==> src/rtl/mops_sdo_responder.sv <==
// mops_sdo_responder: CANopen expedited SDO server acting as a MOPS-style
// node model on one CAN bus behind the MOPSHUB. It accepts one 76-bit
// request frame at a time, filters it on node ID, serves a small object
// dictionary (device type, scratch register, ADC channels) and returns
// either a response frame or an SDO abort frame.
module mops_sdo_responder #(
  parameter int unsigned TIMEOUT_CYCLES = 1000,
  parameter logic [31:0] DEVICE_TYPE    = 32'h0000_0000
) (
  input  logic        clk,
  input  logic        rst,
  input  logic [6:0]  node_id,
  input  logic [75:0] req_data,
  input  logic        req_valid,
  output logic        req_ready,
  output logic [75:0] rsp_data,
  output logic        rsp_valid,
  input  logic        rsp_ready,
  output logic        adc_req,
  output logic [4:0]  adc_ch,
  input  logic [11:0] adc_data,
  input  logic        adc_ack,
  output logic        busy,
  output logic [7:0]  abort_cnt
);

  localparam logic [1:0] S_IDLE     = 2'd0;
  localparam logic [1:0] S_DECODE   = 2'd1;
  localparam logic [1:0] S_ADC_WAIT = 2'd2;
  localparam logic [1:0] S_SEND     = 2'd3;

  // Counter only has to reach TIMEOUT_CYCLES-1.
  localparam int unsigned CNT_W = (TIMEOUT_CYCLES > 1) ? $clog2(TIMEOUT_CYCLES) : 1;
  localparam logic [CNT_W-1:0] CNT_LAST = CNT_W'(TIMEOUT_CYCLES - 1);

  localparam logic [31:0] ABORT_READ_ONLY = 32'h0601_0002;
  localparam logic [31:0] ABORT_NO_OBJECT = 32'h0602_0000;
  localparam logic [31:0] ABORT_BAD_CMD   = 32'h0504_0001;
  localparam logic [31:0] ABORT_TIMEOUT   = 32'h0504_0000;

  // Build a response frame: COB-ID 0x580+node, RTR=0, data little-endian.
  function automatic logic [75:0] build_frame(
    input logic [6:0]  node,
    input logic [7:0]  cmd,
    input logic [15:0] idx,
    input logic [7:0]  sub,
    input logic [31:0] data
  );
    logic [10:0] cob;
    cob = 11'h580 + {4'b0000, node};
    return {cob, 1'b0, cmd, idx[7:0], idx[15:8], sub,
            data[7:0], data[15:8], data[23:16], data[31:24]};
  endfunction

  // Expedited download command specifiers (1..4 data bytes).
  function automatic logic is_write_cmd(input logic [7:0] cmd);
    return (cmd == 8'h23) || (cmd == 8'h27) || (cmd == 8'h2B) || (cmd == 8'h2F);
  endfunction

  logic [1:0]       state_q, state_d;
  logic [75:0]      req_q, req_d;
  logic [6:0]       node_q, node_d;
  logic [31:0]      scratch_q, scratch_d;
  logic [CNT_W-1:0] cnt_q, cnt_d;
  logic [75:0]      rsp_data_q, rsp_data_d;
  logic             rsp_valid_q;
  logic             req_ready_q;
  logic             busy_q;
  logic             adc_req_q, adc_req_d;
  logic [4:0]       adc_ch_q, adc_ch_d;
  logic [7:0]       abort_cnt_q, abort_cnt_d;

  // Fields of the latched request frame.
  logic [10:0] cob_s;
  logic        rtr_s;
  logic [7:0]  cmd_s;
  logic [15:0] idx_s;
  logic [7:0]  sub_s;
  logic [7:0]  sub_m1_s;
  logic [31:0] value_s;
  logic        cob_match_s;
  logic        obj_dev_s;
  logic        obj_scr_s;
  logic        obj_adc_s;
  logic        obj_known_s;

  assign cob_s       = req_q[75:65];
  assign rtr_s       = req_q[64];
  assign cmd_s       = req_q[63:56];
  assign idx_s       = {req_q[47:40], req_q[55:48]};
  assign sub_s       = req_q[39:32];
  assign sub_m1_s    = sub_s - 8'd1;
  assign value_s     = {req_q[7:0], req_q[15:8], req_q[23:16], req_q[31:24]};
  assign cob_match_s = (cob_s == (11'h600 + {4'b0000, node_q}));
  assign obj_dev_s   = (idx_s == 16'h1000) && (sub_s == 8'd0);
  assign obj_scr_s   = (idx_s == 16'h2200) && (sub_s == 8'd0);
  assign obj_adc_s   = (idx_s == 16'h2400) && (sub_s >= 8'd1) && (sub_s <= 8'd32);
  assign obj_known_s = obj_dev_s || obj_scr_s || obj_adc_s;

  // Next-state and datapath decisions for the request/response sequence.
  always_comb begin
    state_d     = state_q;
    req_d       = req_q;
    node_d      = node_q;
    scratch_d   = scratch_q;
    cnt_d       = cnt_q;
    rsp_data_d  = rsp_data_q;
    adc_req_d   = adc_req_q;
    adc_ch_d    = adc_ch_q;
    abort_cnt_d = abort_cnt_q;
    case (state_q)
      S_IDLE: begin
        if (req_valid && req_ready_q) begin
          req_d   = req_data;
          node_d  = node_id;
          state_d = S_DECODE;
        end else begin
          state_d = S_IDLE;
        end
      end
      S_DECODE: begin
        if (!cob_match_s || rtr_s) begin
          // Not addressed to us (or a remote frame): silently drop.
          state_d = S_IDLE;
        end else if (cmd_s == 8'h40) begin
          if (obj_dev_s) begin
            rsp_data_d = build_frame(node_q, 8'h43, idx_s, sub_s, DEVICE_TYPE);
            state_d    = S_SEND;
          end else if (obj_scr_s) begin
            rsp_data_d = build_frame(node_q, 8'h43, idx_s, sub_s, scratch_q);
            state_d    = S_SEND;
          end else if (obj_adc_s) begin
            adc_ch_d  = sub_m1_s[4:0];
            adc_req_d = 1'b1;
            cnt_d     = '0;
            state_d   = S_ADC_WAIT;
          end else begin
            rsp_data_d = build_frame(node_q, 8'h80, idx_s, sub_s, ABORT_NO_OBJECT);
            state_d    = S_SEND;
          end
        end else if (is_write_cmd(cmd_s)) begin
          if ((cmd_s == 8'h23) && obj_scr_s) begin
            scratch_d  = value_s;
            rsp_data_d = build_frame(node_q, 8'h60, idx_s, sub_s, 32'h0000_0000);
          end else if (obj_known_s) begin
            rsp_data_d = build_frame(node_q, 8'h80, idx_s, sub_s, ABORT_READ_ONLY);
          end else begin
            rsp_data_d = build_frame(node_q, 8'h80, idx_s, sub_s, ABORT_NO_OBJECT);
          end
          state_d = S_SEND;
        end else begin
          rsp_data_d = build_frame(node_q, 8'h80, idx_s, sub_s, ABORT_BAD_CMD);
          state_d    = S_SEND;
        end
      end
      S_ADC_WAIT: begin
        // An ack in the timeout cycle still yields a normal response.
        if (adc_ack) begin
          adc_req_d  = 1'b0;
          rsp_data_d = build_frame(node_q, 8'h43, idx_s, sub_s, {20'h00000, adc_data});
          state_d    = S_SEND;
        end else if (cnt_q == CNT_LAST) begin
          adc_req_d  = 1'b0;
          rsp_data_d = build_frame(node_q, 8'h80, idx_s, sub_s, ABORT_TIMEOUT);
          state_d    = S_SEND;
        end else begin
          cnt_d = cnt_q + {{(CNT_W-1){1'b0}}, 1'b1};
        end
      end
      S_SEND: begin
        if (rsp_valid_q && rsp_ready) begin
          state_d = S_IDLE;
          if ((rsp_data_q[63:56] == 8'h80) && (abort_cnt_q != 8'hFF)) begin
            abort_cnt_d = abort_cnt_q + 8'd1;
          end else begin
            abort_cnt_d = abort_cnt_q;
          end
        end else begin
          state_d = S_SEND;
        end
      end
      default: begin
        state_d = S_IDLE;
      end
    endcase
  end

  // State and datapath registers; handshake flags are registered from the next state.
  always_ff @(posedge clk or negedge rst) begin
    if (!rst) begin
      state_q     <= S_IDLE;
      req_q       <= 76'd0;
      node_q      <= 7'd0;
      scratch_q   <= 32'd0;
      cnt_q       <= '0;
      rsp_data_q  <= 76'd0;
      rsp_valid_q <= 1'b0;
      req_ready_q <= 1'b1;
      busy_q      <= 1'b0;
      adc_req_q   <= 1'b0;
      adc_ch_q    <= 5'd0;
      abort_cnt_q <= 8'd0;
    end else begin
      state_q     <= state_d;
      req_q       <= req_d;
      node_q      <= node_d;
      scratch_q   <= scratch_d;
      cnt_q       <= cnt_d;
      rsp_data_q  <= rsp_data_d;
      rsp_valid_q <= (state_d == S_SEND);
      req_ready_q <= (state_d == S_IDLE);
      busy_q      <= (state_d != S_IDLE);
      adc_req_q   <= adc_req_d;
      adc_ch_q    <= adc_ch_d;
      abort_cnt_q <= abort_cnt_d;
    end
  end

  assign req_ready = req_ready_q;
  assign rsp_data  = rsp_data_q;
  assign rsp_valid = rsp_valid_q;
  assign adc_req   = adc_req_q;
  assign adc_ch    = adc_ch_q;
  assign busy      = busy_q;
  assign abort_cnt = abort_cnt_q;

endmodule

==> config.mk <==
export PLATFORM = sky130hd
export DESIGN_NAME = mops_sdo_responder
export DESIGN_NICKNAME = d
export VERILOG_FILES = /design/src/rtl/mops_sdo_responder.sv
export SDC_FILE = /design/constraint.sdc
export NUM_CORES = 1
export LEC_CHECK = 0
export ABC_AREA = 1
export CAP_MARGIN = 20
export CORE_ASPECT_RATIO = 1.25
export CORE_MARGIN = 5
export CORE_UTILIZATION = 40
export CTS_BUF_LIST = sky130_fd_sc_hd__clkbuf_16
export DETAILED_ROUTE_END_ITERATION = 8
export SETUP_SLACK_MARGIN = 0.05
export SLEW_MARGIN = 20
export SYNTH_ARGS = -nofsm -noshare
export SYNTH_HDL_FRONTEND = slang
export SYNTH_SLANG_ARGS = --single-unit
==> constraint.sdc <==
create_clock -name clk -period 3.37 [get_ports clk]
set_input_delay 0.337 -clock clk [delete_from_list [all_inputs] [get_ports clk]]
set_output_delay 0.337 -clock clk [all_outputs]
set_load 0.01 [all_outputs]
# Yosys cells after proc, flatten, opt, wreduce, memory -nomap -nowiden

Cells that the tools add are included.

Input port bits: 100
Bits in registers: 220
Output and inout port bits: 93
Logic and storage cells: 112

Reduce and logical (&&, ||, !) cells: 27
Multiplexer cells: 37
Bitwise logic cells: 4
Equality and inequality tests: 25
$add $sub $neg: 5
Magnitude comparators: 2

Operators by type and width:

| cell                                                           | count |
|---|---|
| 2-to-1 mux 76 bit                                              | 7 |
| one-hot mux 76 bit (2 select lines)                            | 1 |
| 2-to-1 mux 64 bit                                              | 2 |
| 2-to-1 mux 10 bit                                              | 7 |
| equality test 16 x 14 -> 1 bit, second input constant          | 2 |
| equality test 8 x 6 -> 1 bit, second input constant            | 4 |
| 2-to-1 mux 26 bit                                              | 1 |
| one-hot mux 10 bit (2 select lines)                            | 1 |
| equality test 16 x 13 -> 1 bit, second input constant          | 1 |
| != test 2 bit, second input constant                           | 7 |
| adder 10 x 8 -> 11 bit, first input constant                   | 1 |
| adder 11 x 7 -> 11 bit, first input constant                   | 1 |
| equality test 11 bit                                           | 1 |
| 2-to-1 mux 1 bit                                               | 11 |
| adder 10 x 1 -> 10 bit, second input constant                  | 1 |
| equality test 10 bit, second input constant                    | 1 |
| 2-to-1 mux 2 bit                                               | 5 |
| adder 8 x 1 -> 8 bit, second input constant                    | 1 |
| equality test 8 x 7 -> 1 bit, second input constant            | 1 |
| equality test 8 bit, second input constant                     | 1 |
| >= comparator 8 x 1 -> 1 bit, second input constant            | 1 |
| less-or-equal comparator 8 x 6 -> 1 bit, second input constant | 1 |
| logical AND 1 bit                                              | 8 |
| zero test 8 bit                                                | 1 |
| other kinds (20)                                               | 32 |

# Longest topological paths before layout

Depth after elaboration: 10
Mapped depth: 14

# Worst setup path before layout

Ideal clock, no wire load.

Kind: reg-to-reg
From: register req_q[32]
To: register scratch_q[10]
Slack: 1.569 ns
Arrival time: 1.681 ns
Stages on the path, launching flop included: 11
Library setup time: 0.120 ns
Path buffers: 1
Path through: dfrtp_1 -> inv_1 -> ha_1 -> nand2_1 -> nor2_4 -> nand3_2 -> nor2_4 -> nand3_4 -> clkbuf_1 -> o21ai_0 -> inv_1

Longest elaborated chain between the ends: 4

RTL lines:

| what                                 | line | RTL |
|---|---|---|
| start, declared                      | 61   | `logic [75:0] req_q, req_d;` |
| start signal, assigned               | 205  | `req_q <= req_d;` |
| zero test 8 bit                      | 96   | `assign obj_scr_s = (idx_s == 16'h2200) && (sub_s == 8'd0);` |
| logical AND 1 bit                    | 96   |  |
| logical AND 1 bit                    | 142  | `if ((cmd_s == 8'h23) && obj_scr_s) begin` |
| AND reduction 5 bit (no source line) | -    |  |
| end signal, assigned                 | 207  | `scratch_q <= scratch_d;` |
| end, declared                        | 63   | `logic [31:0] scratch_q, scratch_d;` |

No other way between the ends.
A chain may end at the register's enable or synchronous reset.

# Final worst setup path

From: register req_q[39]
To: register scratch_q[7]

Same word-level chain as after synthesis.

==> reports/summary.txt <==
CTS Hold Bufs: 1
combinational power share: 0.296
via count: 7343
Worst Path Required: 3.76 ns
sw power: 0.002812 W
Clock power frac: 0.271
critical path's top delay family: simple AND/OR/NAND/NOR gates
post-synthesis sequential area ratio: 0.5589
placed cells: 1508
Synth Cell Area: 9494 um2
max_slew headroom: 0.4502
status: finished, final reports clean
initial antenna violation count: 1
Die Y: 182.2 um
RSZ-0062 raised after global routing: no
Worst Setup End Kind: register
Final Hold Vio Count: 0
pwr dens: 724.9 nW/um2
CP max FO: 64
CTS root buf: clkbuf_16
EDFF count, synth: 0
Yosys top cell by area: dfrtp_1
Final setup viols: 0
clk slew on worst S/H paths: 0.06 ns
worst hold path type: in2reg
core area: 23570 um2
Mapped Cells: 1064
Worst Setup Start Kind: register
ys async rst share: 1.000
largest net degree at the start of global routing: 104
FF/Latch Area: 5306 um2
Post-CTS Resized: 0
wire per inst: 14.99 um
RePlAce Congestion: 0.7954
Multi-input gate area: 3463 um2
slack of the worst reg-to-reg path: 0.69 ns
CP Buf/Inv Count: 1
Slew Limit Fails: 0
CP startpoint: req_q[39]$_DFFE_PN0P_
total grt overflow: 0
vias per inst: 4.734
Std-Cell Rows: 63
# Post-CTS Setup Buffers: 0
first-pass GRT wire length: 37.68 mm
P&R area growth vs syn: 29.57%
Worst Path Arrival: 3.07 ns
Fmax: 0.3731 GHz
Initial Util: 0.4028
Area contributors post-synth: dfrtp_1, nand2_1, mux2_2
WL final: 23.25 mm
clock latency at the later pin of the worst-skew pair: 0.51 ns
Filler cells: 2244
Sequential Power Share: 0.433
Yosys Warn Count: 0
TritonCTS Buffers: 23
CTS tree: built
Top Ports: 193
Internal: 0.006105 W
post-layout min period: 2.681 ns
Port-buffer cells: 187
Yosys cell types: 33
Placement Setup Slack: 0.6709 ns
Total GRT Usage: 0.1711
cell repeated most along the worst path: nor2_4
area of the die: 26930 um2
DRT antenna net count: 0
switch share: 0.3154
fin cells: 1551
clock skew: 0.008746 ns
CTS Sinks: 212
VDD IR max: 0.0004447 V
Clock Path Buffers: 3
vias in the first global route: 7286
Tcrit/Tclk final: 0.7954
max_cap viols: 0
R2R Path Start: req_q[39]$_DFFE_PN0P_
final instance area: 12300 um2
reg2reg end: scratch_q[7]$_DFFE_PN0P_
Die X: 147.8 um
register bit total from synthesis: 212
Pleak: 6.182 nW
Pre-antenna DRT Iters: 4
Slowest Stage Delay on Critical Path: 0.52 ns
post-synth top area share: 0.5561
H-tree levels: 1
Post-DP Area: 11570 um2
PnR worst setup slack: 0.6894 ns
actual slew at the worst max-slew pin: 0.8235 ns
NumNets Final: 1347
Post-DP HPWL: 16.28 mm
Finished Core Util: 0.5220
slowest CP cell: nand3_4
DR DRC count: 0
syn_area_per_cell: 8.923 um2
share of layout cells above drive strength 1: 0.09698
critical path depth: 8
Fin Setup TNS: 0 ns
CP Cell Sequence: nor2_1, nand2_1, nor2_4, nand3_2, nor2_4, nand3_4, o21ai_0, inv_1
DR iter-0 viols: 313
Critical Setup Path Class: reg2reg
R2R depth: 8
worst setup path end: scratch_q[7]$_DFFE_PN0P_
Main synth FF type: dfrtp_1
-- synth_stat cells, types with 4 or more instances --
| master | n |
|---|---|
| a21oi_1 | 30 |
| buf_2 | 8 |
| buf_4 | 16 |
| clkbuf_1 | 19 |
| dfrtp_1 | 211 |
| ha_1 | 5 |
| inv_1 | 121 |
| mux2_2 | 59 |
| nand2_1 | 326 |
| nand3_1 | 63 |
| nand4_1 | 11 |
| nor2_1 | 81 |
| nor2_2 | 6 |
| nor3_1 | 8 |
| o21ai_0 | 54 |
| o21ai_1 | 4 |
| xnor2_1 | 6 |
| xor2_1 | 10 |
-- flip-flops by register name, summed over array words and instances (netlist names) --
| name | cells |
|---|---|
| rsp_data | 68 |
| rsp_valid | 1 |
| node_q | 7 |
| adc_req | 1 |
| busy | 1 |
| adc_ch | 5 |
| scratch_q | 32 |
| req_ready | 1 |
| cnt_q | 10 |
| req_q | 76 |
| abort_cnt | 8 |
| state_q | 2 |
-- power by group through the flow --
stage               clock [W]  combinational [W]  sequential, W
floorplan                   0            0.00146        0.00392
global placement            0            0.00264        0.00389
detailed placement          0            0.00269        0.00391
CTS                   0.00249            0.00270        0.00387
global route          0.00259            0.00294        0.00399
finish                0.00242            0.00264        0.00386
-- cells by family after synthesis --
family | count (synthesis) | synth area share
flops | 212 | 0.5589
xor+xnor | 16 | 0.01476
buf+inv | 172 | 0.07789
fa+ha+maj | 5 | 0.006589
other cells | 1 | 0.0003950
compound gates | 90 | 0.04797
simple gates | 509 | 0.2235
mux | 59 | 0.06998
-- through the flow --
stage / power, W / hold slack (ns)
after floorplan: 0.005386 / 0.04141
after global routing: 0.009517 / 0.4230
final: 0.008917 / 0.4172
after global placement: 0.006533 / 0.4436
after CTS: 0.009067 / 0.3929
after detailed placement: 0.006602 / 0.4486
-- layout make-up --
type                       count  share of cell area
antenna                        1           0.0002034
clock buffer                  23             0.04679
clock inverter                18             0.01170
inverter                     124             0.03784
multi-input combinational    684              0.2815
sequential                   212              0.4313
tap                          292             0.02970
timing repair buffer         197              0.1609
-- layer usage --
metal	global-route usage	vias up	wire, um
met3	0.04198	31	1550
met1	0.2169	3462	9848
met5	0	-	0
met2	0.2921	172	11300
li1	-	3678	-
met4	0.04812	0	552
-- tightest hold or removal path, stage by stage --
cell             delay, ns
clkdlybuf4s50_1       0.40
nor2_1                0.10
a21oi_1               0.05
-- cell usage in the layout (no fill, tap or decap), drive strengths merged --
| cell | count |
|---|---|
| dlygate4sd3 | 1 |
| or2 | 1 |
| ha | 5 |
| diode | 1 |
| xor2 | 10 |
| a21oi | 30 |
| mux2 | 59 |
| clkbuf | 23 |
| buf | 10 |
| nand3b | 3 |
| conb | 5 |
| nor3b | 1 |
| dfrtp | 211 |
| o21bai | 2 |
| nand4 | 11 |
| xnor2 | 6 |
| inv | 128 |
| o21ai | 58 |
| dfstp | 1 |
| nor3 | 9 |
| clkdlybuf4s50 | 186 |
| clkinv | 8 |
| nand3 | 65 |
| nand2 | 329 |
| clkinvlp | 4 |
| bufinv | 2 |
| nor2 | 90 |
-- worst min path at each step --
| stage | startpoint | to | cells after the start |
|---|---|---|---|
| floorplan | rst | abort_cnt[0]$_DFFE_PN0P_ | 0 |
| global placement | rst | abort_cnt[2]$_DFFE_PN0P_ | 1 |
| detailed placement | rst | abort_cnt[2]$_DFFE_PN0P_ | 1 |
| CTS | req_data[44] | req_q[44]$_DFFE_PN0P_ | 3 |
| global route | req_data[19] | req_q[19]$_DFFE_PN0P_ | 2 |
| finish | node_id[5] | node_q[5]$_DFFE_PN0P_ | 3 |
(Power assumes the default switching activity.)
